==> src/rtl/interboard_tx_scheduler_pkg.sv <==
`default_nettype none
//==============================================================================
// Module   : interboard_tx_scheduler_pkg
// Purpose  : Message codes, message layout and FSM encodings for the link TX path
// Revision : 1.0 - initial release
//==============================================================================
package interboard_tx_scheduler_pkg;

    localparam int c_MSG_WIDTH = 8;

    typedef enum logic [2:0] {
        MSG_NOP   = 3'd0,
        MSG_MOVE  = 3'd1,
        MSG_SCORE = 3'd2,
        MSG_SYNC  = 3'd3,
        MSG_RESET = 3'd4,
        MSG_ACK   = 3'd5
    } msg_type_e;

    typedef struct packed {
        logic [2:0] msg_type;
        logic [4:0] number;
    } msg_t;

    typedef enum logic [2:0] {
        ST_IDLE      = 3'd0,
        ST_ISSUE     = 3'd1,
        ST_WAIT_BUSY = 3'd2,
        ST_WAIT_DONE = 3'd3,
        ST_GAP       = 3'd4
    } state_t;

endpackage
`default_nettype wire

==> src/rtl/interboard_tx_fifo.sv <==
`default_nettype none
//==============================================================================
// Module   : interboard_tx_fifo
// Purpose  : Small synchronous FIFO with flush; head entry is visible combinationally
// Revision : 1.0 - initial release
//==============================================================================
module interboard_tx_fifo #(
    parameter int DEPTH = 4,
    parameter int WIDTH = 8
) (
    input  logic             clk,
    input  logic             rst,
    input  logic             flush,
    input  logic             push,
    input  logic [WIDTH-1:0] push_data,
    input  logic             pop,
    output logic [WIDTH-1:0] head_data,
    output logic             full,
    output logic             empty
);

    localparam int c_AW = $clog2(DEPTH);

    logic [WIDTH-1:0] r_mem [DEPTH];
    logic [c_AW:0]    r_wr_ptr;
    logic [c_AW:0]    r_rd_ptr;
    logic             w_do_push;
    logic             w_do_pop;

    // A pop frees the slot in the same cycle, so a full FIFO may still take a push.
    assign w_do_push = push && !flush && (!full || pop);
    assign w_do_pop  = pop && !flush && !empty;

    assign empty     = (r_wr_ptr == r_rd_ptr);
    assign full      = (r_wr_ptr[c_AW] != r_rd_ptr[c_AW]) &&
                       (r_wr_ptr[c_AW-1:0] == r_rd_ptr[c_AW-1:0]);
    assign head_data = r_mem[r_rd_ptr[c_AW-1:0]];

    always_ff @(posedge clk or negedge rst) begin
        if (!rst) begin
            r_wr_ptr <= '0;
            r_rd_ptr <= '0;
        end else if (flush) begin
            r_wr_ptr <= '0;
            r_rd_ptr <= '0;
        end else begin
            if (w_do_push) r_wr_ptr <= r_wr_ptr + 1'b1;
            if (w_do_pop)  r_rd_ptr <= r_rd_ptr + 1'b1;
        end
    end

    always_ff @(posedge clk) begin
        if (w_do_push) r_mem[r_wr_ptr[c_AW-1:0]] <= push_data;
    end

endmodule
`default_nettype wire

==> src/rtl/interboard_tx_scheduler.sv <==
`default_nettype none
//==============================================================================
// Module   : interboard_tx_scheduler
// Purpose  : Round-robin queueing of two requesters and paced, retried issue to the link
// Revision : 1.0 - initial release
//==============================================================================
module interboard_tx_scheduler
    import interboard_tx_scheduler_pkg::*;
#(
    parameter int DEPTH      = 4,
    parameter int TIMEOUT    = 1023,
    parameter int MAX_RETRY  = 2,
    parameter int GAP_CYCLES = 2
) (
    input  logic       clk,
    input  logic       rst,
    input  logic       interboard_rst,
    input  logic       req0_valid,
    input  logic [2:0] req0_msg_type,
    input  logic [4:0] req0_number,
    output logic       req0_ready,
    input  logic       req1_valid,
    input  logic [2:0] req1_msg_type,
    input  logic [4:0] req1_number,
    output logic       req1_ready,
    input  logic       inter_ready,
    output logic       transmit,
    output logic       ctrl_en,
    output logic [2:0] ctrl_msg_type,
    output logic [4:0] ctrl_number,
    output logic       busy,
    output logic       tx_timeout,
    output logic       tx_drop
);

    localparam int c_TW = (TIMEOUT > 0)    ? $clog2(TIMEOUT + 1)    : 1;
    localparam int c_RW = (MAX_RETRY > 0)  ? $clog2(MAX_RETRY + 1)  : 1;
    localparam int c_GW = (GAP_CYCLES > 0) ? $clog2(GAP_CYCLES + 1) : 1;

    localparam logic [c_TW-1:0] c_TIMEOUT   = c_TW'(TIMEOUT);
    localparam logic [c_RW-1:0] c_MAX_RETRY = c_RW'(MAX_RETRY);
    localparam logic [c_GW-1:0] c_GAP_LAST  = (GAP_CYCLES > 0) ? c_GW'(GAP_CYCLES - 1) : '0;

    state_t          r_state;
    logic [c_TW-1:0] r_wait_cnt;
    logic [c_RW-1:0] r_retry;
    logic [c_GW-1:0] r_gap_cnt;
    logic            r_rr_ptr;

    logic            w_grant0;
    logic            w_grant1;
    logic            w_full;
    logic            w_empty;
    logic            w_push;
    logic            w_pop;
    logic            w_in_wait;
    logic            w_link_event;
    logic            w_timeout;
    logic            w_retry_left;
    msg_t            w_push_msg;
    msg_t            w_head;

    // r_rr_ptr names the requester preferred when both are valid.
    assign w_grant0   = req0_valid && (!req1_valid || !r_rr_ptr);
    assign w_grant1   = req1_valid && (!req0_valid ||  r_rr_ptr);
    assign req0_ready = w_grant0 && !w_full && !interboard_rst;
    assign req1_ready = w_grant1 && !w_full && !interboard_rst;
    assign w_push     = req0_ready || req1_ready;
    assign w_push_msg = req1_ready ? {req1_msg_type, req1_number} : {req0_msg_type, req0_number};

    assign w_in_wait    = (r_state == ST_WAIT_BUSY) || (r_state == ST_WAIT_DONE);
    assign w_link_event = ((r_state == ST_WAIT_BUSY) && !inter_ready) ||
                          ((r_state == ST_WAIT_DONE) &&  inter_ready);
    assign w_timeout    = w_in_wait && !w_link_event && (r_wait_cnt == c_TIMEOUT);
    assign w_retry_left = (r_retry < c_MAX_RETRY);
    assign w_pop        = !interboard_rst &&
                          (((r_state == ST_WAIT_DONE) && inter_ready) || (w_timeout && !w_retry_left));

    assign busy = !w_empty || (r_state != ST_IDLE);

    interboard_tx_fifo #(
        .DEPTH (DEPTH),
        .WIDTH (c_MSG_WIDTH)
    ) u_fifo (
        .clk       (clk),
        .rst       (rst),
        .flush     (interboard_rst),
        .push      (w_push),
        .push_data (w_push_msg),
        .pop       (w_pop),
        .head_data (w_head),
        .full      (w_full),
        .empty     (w_empty)
    );

    always_ff @(posedge clk or negedge rst) begin
        if (!rst) begin
            r_state       <= ST_IDLE;
            r_wait_cnt    <= '0;
            r_retry       <= '0;
            r_gap_cnt     <= '0;
            r_rr_ptr      <= 1'b0;
            transmit      <= 1'b0;
            ctrl_en       <= 1'b0;
            ctrl_msg_type <= '0;
            ctrl_number   <= '0;
            tx_timeout    <= 1'b0;
            tx_drop       <= 1'b0;
        end else if (interboard_rst) begin
            r_state    <= ST_IDLE;
            r_wait_cnt <= '0;
            r_retry    <= '0;
            r_gap_cnt  <= '0;
            transmit   <= 1'b0;
            ctrl_en    <= 1'b0;
            tx_timeout <= 1'b0;
            tx_drop    <= 1'b0;
        end else begin
            transmit   <= 1'b0;
            ctrl_en    <= 1'b0;
            tx_timeout <= 1'b0;
            tx_drop    <= 1'b0;
            if (w_push) r_rr_ptr <= req0_ready;

            case (r_state)
                // Strobes are set on entry so they are high during the ISSUE cycle.
                ST_IDLE: begin
                    if (!w_empty && inter_ready) begin
                        r_state       <= ST_ISSUE;
                        transmit      <= 1'b1;
                        ctrl_en       <= 1'b1;
                        ctrl_msg_type <= w_head.msg_type;
                        ctrl_number   <= w_head.number;
                    end
                end
                ST_ISSUE: begin
                    r_wait_cnt <= '0;
                    r_state    <= ST_WAIT_BUSY;
                end
                ST_WAIT_BUSY, ST_WAIT_DONE: begin
                    if (w_link_event) begin
                        r_wait_cnt <= '0;
                        if (r_state == ST_WAIT_BUSY) begin
                            r_state <= ST_WAIT_DONE;
                        end else begin
                            r_retry   <= '0;
                            r_gap_cnt <= '0;
                            r_state   <= ST_GAP;
                        end
                    end else if (w_timeout) begin
                        tx_timeout <= 1'b1;
                        r_wait_cnt <= '0;
                        if (w_retry_left) begin
                            r_retry <= r_retry + 1'b1;
                            r_state <= ST_IDLE;
                        end else begin
                            tx_drop   <= 1'b1;
                            r_retry   <= '0;
                            r_gap_cnt <= '0;
                            r_state   <= ST_GAP;
                        end
                    end else begin
                        r_wait_cnt <= r_wait_cnt + 1'b1;
                    end
                end
                ST_GAP: begin
                    if (r_gap_cnt >= c_GAP_LAST) r_state   <= ST_IDLE;
                    else                         r_gap_cnt <= r_gap_cnt + 1'b1;
                end
                default: r_state <= ST_IDLE;
            endcase
        end
    end

endmodule
`default_nettype wire
==> config.mk <==
export PLATFORM = sky130hd
export DESIGN_NAME = interboard_tx_scheduler
export DESIGN_NICKNAME = d
export VERILOG_FILES = /design/src/rtl/interboard_tx_scheduler_pkg.sv /design/src/rtl/interboard_tx_fifo.sv /design/src/rtl/interboard_tx_scheduler.sv
export SDC_FILE = /design/constraint.sdc
export NUM_CORES = 1
export LEC_CHECK = 0
export CORE_MARGIN = 8
export CORE_UTILIZATION = 41
export CTS_CLUSTER_SIZE = 25
export DETAILED_ROUTE_END_ITERATION = 8
export GPL_TIMING_DRIVEN = 0
export SETUP_SLACK_MARGIN = 0.05
export SLEW_MARGIN = 10
export SYNTH_ARGS = -nofsm -noshare
export SYNTH_HDL_FRONTEND = slang
export SYNTH_SLANG_ARGS = --single-unit
==> constraint.sdc <==
create_clock -name clk -period 2.38 [get_ports clk]
set_clock_uncertainty 0.2 [all_clocks]
set_input_delay 0.476 -clock clk [delete_from_list [all_inputs] [get_ports clk]]
set_output_delay 0.476 -clock clk [all_outputs]
set_load 0.03 [all_outputs]
; Yosys cells after proc, flatten, opt, wreduce, memory -nomap -nowiden
; Memory sizes are Yosys's and may differ from the RTL's. A register that Yosys moved wholly into a read port is not among the register bits.
; Cells that the tools add are included.
[totals]
mem_count = 1
out_inout_bits = 15
ramBits = 32
wordCells = 127
regBits = 27
[op_classes]
n_mux = 43
order_cmp = 2
bitwise = 1
addsub = 5
eq_ne = 15
reduce_logical = 50
[memory_table]
columns = memory, depth, word_bits, read_ports, rd_clocked_by_memory_dff, wr, line
row1 = u_fifo.r_mem, 4, 8, 1, 1, 1, interboard_tx_fifo.sv:24  ; logic [WIDTH-1:0] r_mem [DEPTH];
[op_table]
columns = cell, n
row1 = 3-bit 2-to-1 mux, 11
row2 = 10-bit 2-to-1 mux, 3
row3 = 2-bit 2-to-1 mux, 11
row4 = 10-bit case mux with 2 select lines, 1
row5 = 1-bit logical AND, 18
row6 = 1-bit 2-to-1 mux, 14
row7 = "3-bit != test, second input constant", 4
row8 = "4-bit != test, second input constant", 3
row9 = 3-bit case mux with 4 select lines, 1
row10 = 3-bit nonzero test, 4
row11 = "10-bit by 1-bit adder with 10-bit output, second input constant", 1
row12 = "10-bit equality test, second input constant", 1
row13 = 1-bit zero test, 10
row14 = 3-bit AND reduction, 3
row15 = 1-bit logical OR, 8
row16 = 8-bit 2-to-1 mux, 1
row17 = "3-bit by 1-bit adder with 3-bit output, second input constant", 2
row18 = "3-bit by 2-bit equality test with 1-bit output, second input constant", 2
row19 = 2-bit nonzero test, 3
row20 = 5-bit AND reduction, 1
row21 = "2-bit by 1-bit adder with 2-bit output, second input constant", 2
row22 = 2-bit case mux with 2 select lines, 1
row23 = "3-bit by 1-bit equality test with 1-bit output, second input constant", 1
row24 = 3-bit equality test, 1
row25 = 9 further kinds, 9

; Depth between registers and ports, before layout
; Gate-level depths: netlist (run 1).
[logic_depth]
ltp_word = 13
ltp_mapped = 6

; Hierarchy
; Synthesis (run 1) repeated with hierarchy kept, for this count alone.
[unflattened]
hier_cells = 252
area_unflattened_um2 = 3258.1
[by_module_without_submodules]
columns = mod, instances, cells_each, area_per_inst_um2
row1 = interboard_tx_fifo, 1, 96, 1671.6
row2 = interboard_tx_scheduler, 1, 156, 1586.5

; Worst setup path after synthesis (run 1)
; Ideal clock, no wire load.
[synth_timing]
path_kind = register to output
start = reg u_fifo.r_rd_ptr[1]
end = out busy
path_buffers = 1
arrival_time_ps = 1588
path_slack_ps = 116
path_stages_with_launch = 5
cell_sequence = dfrtp_1 buf_4 xnor2_2 nand3b_2 or4_1
[synth_between]
elab_chain_cells = 3
[synth_lines]
columns = element, line
row1 = "start, declared", interboard_tx_fifo.sv:26  ; logic [c_AW:0] r_rd_ptr;
row2 = "start signal, assigned", interboard_tx_fifo.sv:48  ; if (w_do_pop) r_rd_ptr <= r_rd_ptr + 1'b1;
row3 = 3-bit equality test, interboard_tx_fifo.sv:34  ; assign empty = (r_wr_ptr == r_rd_ptr);
row4 = 1-bit zero test, interboard_tx_scheduler.sv:79  ; assign busy = !w_empty || (r_state != ST_IDLE);
row5 = 1-bit logical OR, interboard_tx_scheduler.sv:79
row6 = "end, declared", interboard_tx_scheduler.sv:31  ; output logic busy,
; No other way between the ends.

; Worst setup path after layout (run 1)
; Same ends and word-level chain as after synthesis.

==> results.cfg, run 1 <==
[logic_synthesis]
synthTopCellsByCount = dfrtp_1 (35), edfxtp_1 (32), mux2_2 (16), nand2_1 (15), nor2_1 (15)
synthAdderAreaFrac = 0.0266
yosysSeqAreaShare = 0.557
ys_seq_elements = 67
ys_warn_count = 0
synth_top_family_by_area = simple AND/OR/NAND/NOR gates
yosys.area.top_type = edfxtp_1
synth_flop_cell = dfrtp_1
synth_cell_type_count = 60
ys_top_cells_by_area = edfxtp_1 (29%), dfrtp_1 (27%), mux2_2 (5.5%)
ys_async_sr_fraction = 0.522
synth_top_area_frac = 0.292
yosysMostFrequentCell = dfrtp_1
mappedNetlistNets = 284
syn-cell-area_sq_um = 3300
synthSimpleGateAreaFrac = 0.135
avgSynthCellArea_sq_um = 12.9
synthMuxAreaShare = 0.126
synth-compound-area-share = 0.104
synth_xor_area_frac = 0.0182
postSynthCellCount = 255
synth_edf_count = 32

[global_routing]
grt_antenna_before_repair = 0
grt_pass1_vias = 2364
grtUsageTotal = 0.133
grt_max_degree = 25
gr-total-overflow = 0
grt_first_pass_wirelength_microns = 11800

[setup_path]
crit_chain = buf_8 -> xnor2_4 -> nand3b_4 -> or4_4 -> buf_6
crit_type = reg -> out
crit_cells = 5
cp.required_ns = 1.70
reg2regPathDepth = 6
crit_buf_inv = 2
rr_endpoint = u_fifo.r_mem[3][7]
crit_path_end_kind = primary output
crit_end = busy
r2r_start = u_fifo.r_rd_ptr[1]
start_kind = flip-flop
slowest_stage = or4_4
critPathArrivalTime_ns = 1.73
reg2reg_slack_ns = 0.15
critPathMaxStageDelay_ns = 0.42
crit_family = simple AND/OR/NAND/NOR gates
worstPathMaxFanout = 2
crit_path_start = u_fifo.r_rd_ptr[1]

[drt]
routed_via_density = 5.41
wire_per_inst_microns = 16.8
vias = 2301
drc = 0
drt-total-wl_microns = 7150
drtIter0Drc = 102
ant_nets = 0
dr.pass1.iters = 4

[cts]
clk_latency_ns = 0.34
h-tree-depth = 3
clock-sinks = 67
cts_tree = built
path_clk_slew_ns = 0.08
clockBufferDepth = 2
ctsRootBufferMaster = clkbuf_8
cts_made_buffers = 9

[placement]
gp_congestion = 0.789
dpl_cell_area_sq_um = 3790
numPortBuffers = 35
hpwl_microns = 4750

[floorplan]
die-height_microns = 106
fp.dieW_microns = 106
io-pin-count = 37
dieArea_sq_um = 11200
initial_core_util = 0.424
rows = 32
coreArea_sq_um = 7770

[layout]
area_growth_pct = 29.2
finalNetCount = 347
antennaDiodeCount = 0
fin_util = 0.548
fillCellCount = 677
drive_gt1_frac = 0.297
stdcell_area_sq_um = 4260

[power_and_ir_drop]
swShare = 0.289
switchingPower_mw = 0.938
total_power_mw = 3.25
power.share.clock = 0.325
seq_power_share = 0.433
power_frac_comb = 0.242
p_int_mw = 2.31
power_density_nw_per_um2 = 763
p_leak_nw = 1.64
ir_worst_vdd_mv = 0.376

[sta]
rsz0062_at_grt = true
finalCritPeriodShare = 1.01
hold_viol = 0
layout_min_cycle_time_ns = 2.41
finalMaxSlewViolations = 0
slew_headroom = 0.601
max_freq_ghz = 0.416
setup_viol = 2
setup_slack_ns = -0.0264
tightest_slew_ns = 0.596

[status]
run_status = finished, violations left
violations = negative setup slack

[flow_run]
maxCapViolCount = 0

[min_path]
hp-class = reg -> reg
## flip-flops by register name, indices dropped and copies added (netlist names)
| name | cells |
|---|---|
| ctrl_msg_type | 3 |
| u_fifo.r_rd_ptr | 3 |
| r_wait_cnt | 10 |
| tx_drop | 1 |
| r_retry | 2 |
| u_fifo.r_wr_ptr | 3 |
| ctrl_number | 5 |
| tx_timeout | 1 |
| u_fifo.r_mem | 32 |
| r_gap_cnt | 2 |
| r_state | 3 |
| r_rr_ptr | 1 |
| ctrl_en | 1 |
## final cells by class
cell class / count / area, sq um / share of cell area
Tap cell: 102 / 128 / 0.0300
Buffer: 14 / 91.3 / 0.0215
Sequential cell: 67 / 1840 / 0.432
Timing Repair Buffer: 52 / 499 / 0.117
Inverter: 9 / 33.8 / 0.00793
Clock inverter: 7 / 100 / 0.0235
Clock buffer: 9 / 124 / 0.0291
Multi-Input combinational cell: 165 / 1440 / 0.339
## kinds of logic after synthesis
logic type	count (synthesis)
and+or+nand+nor	75
adders and majority gates	7
AOI/OAI and AO/OA	48
xor gates and xnor gates	6
muxes	29
buffers and inverters	23
DFF	67
## power by group through the flow
stage	clock network (mW)	registers [mW]	logic, mW
floorplan	0	1.56	0.291
global placement	0	1.42	0.704
global route	1.13	1.42	0.848
detailed placement	0	1.43	0.715
CTS	1.09	1.41	0.780
finish	1.06	1.41	0.787
## layer usage
metal  global-route usage  vias up  part of all wire
li1                     -     1096                 -
met1                0.167     1151              0.46
met2                0.216       46              0.49
met3               0.0378        8             0.043
met4               0.0422        0            0.0088
met5                    0        -                 0
## per-stage QoR
stage,setup WS [ns],hold slack [ns],setup TNS (ns),std cells
floorplan,0.116,-0.0196,0,255
global placement,-0.900,0.276,-33.04,392
detailed placement,-0.901,0.191,-25.27,393
CTS,-0.0620,0.287,-0.103,420
global route,-0.119,0.317,-0.254,425
finish,-0.0264,0.292,-0.0474,425
## what timing repair did
action,CTS,global route
endpoints found under the hold margin,11,0
pin swaps,7,5
setup buffers,10,5
hold buffers,1,0
gates resized for setup,42,6
setup endpoints to repair,56,35
## worst reg2reg max path, cell delays in order, from the launching register on
cell and delay [ns]:
dfrtp_1 0.40, buf_8 0.14, xnor2_4 0.13, buf_6 0.13
buf_4 0.13, a311oi_4 0.39, and2_2 0.38
## cell usage in the layout, fill, tap and decap left out, types with 2 or more instances in the layout
cell | Yosys | final
nor2b_1 | 4 | 4
buf_6 | 1 | 6
nand4b_1 | 2 | 2
and3_1 | 4 | 4
nand2b_1 | 3 | 3
nor2_1 | 15 | 15
clkbuf_1 | 6 | 5
buf_4 | 2 | 14
nor3b_1 | 2 | 2
nand4_1 | 7 | 7
o22ai_1 | 2 | 2
edfxtp_1 | 32 | 32
bufinv_16 | 0 | 2
o21ai_0 | 10 | 10
mux4_2 | 8 | 8
dfrtp_1 | 35 | 32
o31ai_1 | 3 | 3
mux2i_1 | 4 | 4
or4_4 | 1 | 2
mux2_2 | 16 | 16
a31oi_1 | 10 | 10
and2_2 | 0 | 4
nand3_1 | 4 | 4
nand2_1 | 15 | 14
inv_1 | 9 | 8
xnor2_1 | 4 | 3
buf_2 | 4 | 5
xnor2_4 | 0 | 2
a21oi_1 | 6 | 5
a32oi_1 | 2 | 2
clkinv_4 | 0 | 3
dfrtp_2 | 0 | 3
clkdlybuf4s50_1 | 0 | 31
ha_1 | 7 | 7
o311ai_0 | 2 | 2
clkbuf_8 | 0 | 9
## how the worst min path moves through the flow
stage / cells past startpoint / startpoint / slack (ns) / end
6_report: 1 / r_gap_cnt[0] / 0.29 / r_gap_cnt[0]
5_1_grt: 1 / r_gap_cnt[0] / 0.32 / r_gap_cnt[0]
3_5_place_dp: 1 / rst / 0.19 / r_state[2]
2_1_floorplan: 0 / rst / -0.02 / ctrl_en
4_1_cts: 1 / r_gap_cnt[0] / 0.29 / r_gap_cnt[0]
3_3_place_gp: 1 / r_gap_cnt[0] / 0.28 / r_gap_cnt[0]
Power figures use the tool's default switching activity.
==> run 2: changes to the inputs <==
--- a/config.mk
+++ b/config.mk
@@ -5,6 +5,7 @@
 export SDC_FILE = /design/constraint.sdc
 export NUM_CORES = 1
 export LEC_CHECK = 0
+export ABC_CLOCK_PERIOD_IN_PS = 2380
 export CORE_MARGIN = 8
 export CORE_UTILIZATION = 41
 export CTS_CLUSTER_SIZE = 25
==> results of run 2 <==
Same layout as run 1: the final DEF is identical, and so are final timing and power.
==> run 3: changes to the inputs <==
--- a/config.mk
+++ b/config.mk
@@ -7,10 +7,11 @@
 export LEC_CHECK = 0
 export ABC_CLOCK_PERIOD_IN_PS = 2380
 export CORE_MARGIN = 8
-export CORE_UTILIZATION = 41
+export CORE_UTILIZATION = 45
 export CTS_CLUSTER_SIZE = 25
 export DETAILED_ROUTE_END_ITERATION = 8
 export GPL_TIMING_DRIVEN = 0
+export PLACE_DENSITY = 0.66
 export SETUP_SLACK_MARGIN = 0.05
 export SLEW_MARGIN = 10
 export SYNTH_ARGS = -nofsm -noshare
==> run 3 against run 2 <==
The flow still finishes with violations (negative setup slack). Setup slack got worse by 0.037 ns. Cell count decreased by 2.1%. Sequential share of layout area increased by 1.1 points. Wire length decreased by 3.4%. Sequential power about the same. First-iteration DRC count increased by 6.9%. Largest power group unchanged. Critical path depth unchanged. Clock power decreased by 10%. Highest routed layer unchanged. Core utilization increased by 3.1 points. Die area decreased by 7.6%. Register-to-register slack improved by 0.06 ns.
==> results.cfg, run 3 (same netlist as run 1, synthesis figures left out) <==
[global_routing]
grt_max_degree = 36
grt_antenna_before_repair = 0
gr-total-overflow = 0
grt_first_pass_wirelength_microns = 11100
grtUsageTotal = 0.142
grt_pass1_vias = 2203

[floorplan]
io-pin-count = 37
coreArea_sq_um = 7180
rows = 31
fp.dieW_microns = 102
dieArea_sq_um = 10300
die-height_microns = 102
initial_core_util = 0.459

[layout]
finalNetCount = 341
area_growth_pct = 26.1
layout_common_cells = dfrtp_1 (32), edfxtp_1 (32), clkdlybuf4s50_1 (30)
fin_cells = 416
antennaDiodeCount = 0
stdcell_area_sq_um = 4160
largest_reg_flops = 32
drive_gt1_frac = 0.278

[drt]
routed_via_density = 5.47
wire_per_inst_microns = 16.6
drt-total-wl_microns = 6910
drtIter0Drc = 109
vias = 2276
ant_nets = 0
drc = 0
dr.pass1.iters = 4

[setup_path]
slowest_stage = or4_4
crit_path_end_kind = primary output
reg2reg_slack_ns = 0.21
crit_buf_inv = 2
r2r_start = u_fifo.r_rd_ptr[1]
critPathMaxStageDelay_ns = 0.42
critPathArrivalTime_ns = 1.77
cp.required_ns = 1.70
crit_chain = buf_6 -> xnor2_4 -> nand3b_4 -> or4_4 -> buf_6
reg2regPathDepth = 5
rr_endpoint = u_fifo.r_mem[3][3]
start_kind = flip-flop
crit_type = reg -> out
crit_family = simple AND/OR/NAND/NOR gates
worstPathMaxFanout = 3
cp_common_cell = buf_6

[min_path]
hold_start = r_gap_cnt[0]
min_path_cells = 1
hold_path_end = r_gap_cnt[0]
hp-class = reg -> reg

[cts]
h-tree-depth = 3
clockBufferDepth = 2
clock-sinks = 67
path_clk_slew_ns = 0.08
cts_made_buffers = 9
clk_latency_ns = 0.34
cts_tree = built
ctsRootBufferMaster = clkbuf_8

[sta]
setup_viol = 1
max_freq_ghz = 0.409
finalCritPeriodShare = 1.03
finalMaxSlewViolations = 0
whs_ns = 0.291
rsz0062_at_grt = true
setup_slack_ns = -0.0636
layout_min_cycle_time_ns = 2.44
tightest_slew_ns = 0.616
hold_viol = 0
slew_headroom = 0.586

[power_and_ir_drop]
power.share.clock = 0.304
swShare = 0.300
power_frac_comb = 0.244
p_int_mw = 2.19
ir_worst_vdd_mv = 0.337
power_density_nw_per_um2 = 754
switchingPower_mw = 0.941
p_leak_nw = 1.59
seq_power_share = 0.451

[placement]
hpwl_microns = 4750
dpl_cell_area_sq_um = 3780
numPortBuffers = 35
dpl_worst_slack_ns = -0.813
dp.cells = 390
gp_congestion = 0.842

[status]
run_status = finished, violations left
violations = negative setup slack

[flow_run]
maxCapViolCount = 0
run 3: per-stage QoR:
stage	utilization	setup TNS (ns)	power, mW
after floorplan	-	0	1.85
after global placement	0.525	-26.44	2.13
after detailed placement	0.527	-19.19	2.15
after CTS	0.577	-0.0813	3.16
after global routing	0.579	-0.143	3.26
final	0.579	-0.0636	3.13
run 3: worst max-delay path by stage:
stage,cells past startpoint,start,end,slack (ns)
2_1_floorplan,4,u_fifo.r_rd_ptr[1],busy,0.12
6_report,5,u_fifo.r_rd_ptr[1],busy,-0.06
5_1_grt,5,u_fifo.r_rd_ptr[1],busy,-0.13
3_3_place_gp,6,interboard_rst,req1_ready,-0.82
3_5_place_dp,6,interboard_rst,req1_ready,-0.81
4_1_cts,5,u_fifo.r_rd_ptr[1],busy,-0.08
run 3: what timing repair did:
item | CTS | global route
gates cloned | 0 | 0
buffers inserted | 9 | 0
hold buffers | 1 | 0
setup endpoints to repair | 3 | 43
gates resized for setup | 35 | 8
pin swaps | 4 | 0
endpoints found under the hold margin | 35 | 0
run 3: routing by layer:
layer | GRT usage | vias to the layer above | wire, microns
met5 | 0 | - | 0
met4 | 0.0584 | 0 | 102
met3 | 0.0351 | 7 | 314
met2 | 0.221 | 64 | 3350
met1 | 0.184 | 1119 | 3150
li1 | - | 1086 | -
run 3: layout make-up:
type / count / area, sq um
plain buffers: 14 / 87.6
clock buffers: 9 / 124
clock inverters: 7 / 76.3
fillers: 579 / 3020
inverters: 9 / 33.8
multi-input cells: 165 / 1430
flip-flops and latches: 67 / 1840
well taps: 99 / 124
repair buffers: 46 / 442
run 3: power by group through the flow:
stage	Sequential, mW	Combinational [mW]	Clock, mW
2_1_floorplan	1.56	0.291	0
3_3_place_gp	1.43	0.698	0
6_report	1.41	0.765	0.953
5_1_grt	1.43	0.816	1.02
3_5_place_dp	1.44	0.714	0
4_1_cts	1.42	0.771	0.978
run 3: worst reg2reg max path: cells and delay by family, from the launching register on:
kind	cells	cell delay, ns
flops	1	0.39
xor+xnor	1	0.15
simple gates	1	0.39
compound gates	1	0.44
buf+inv	2	0.29
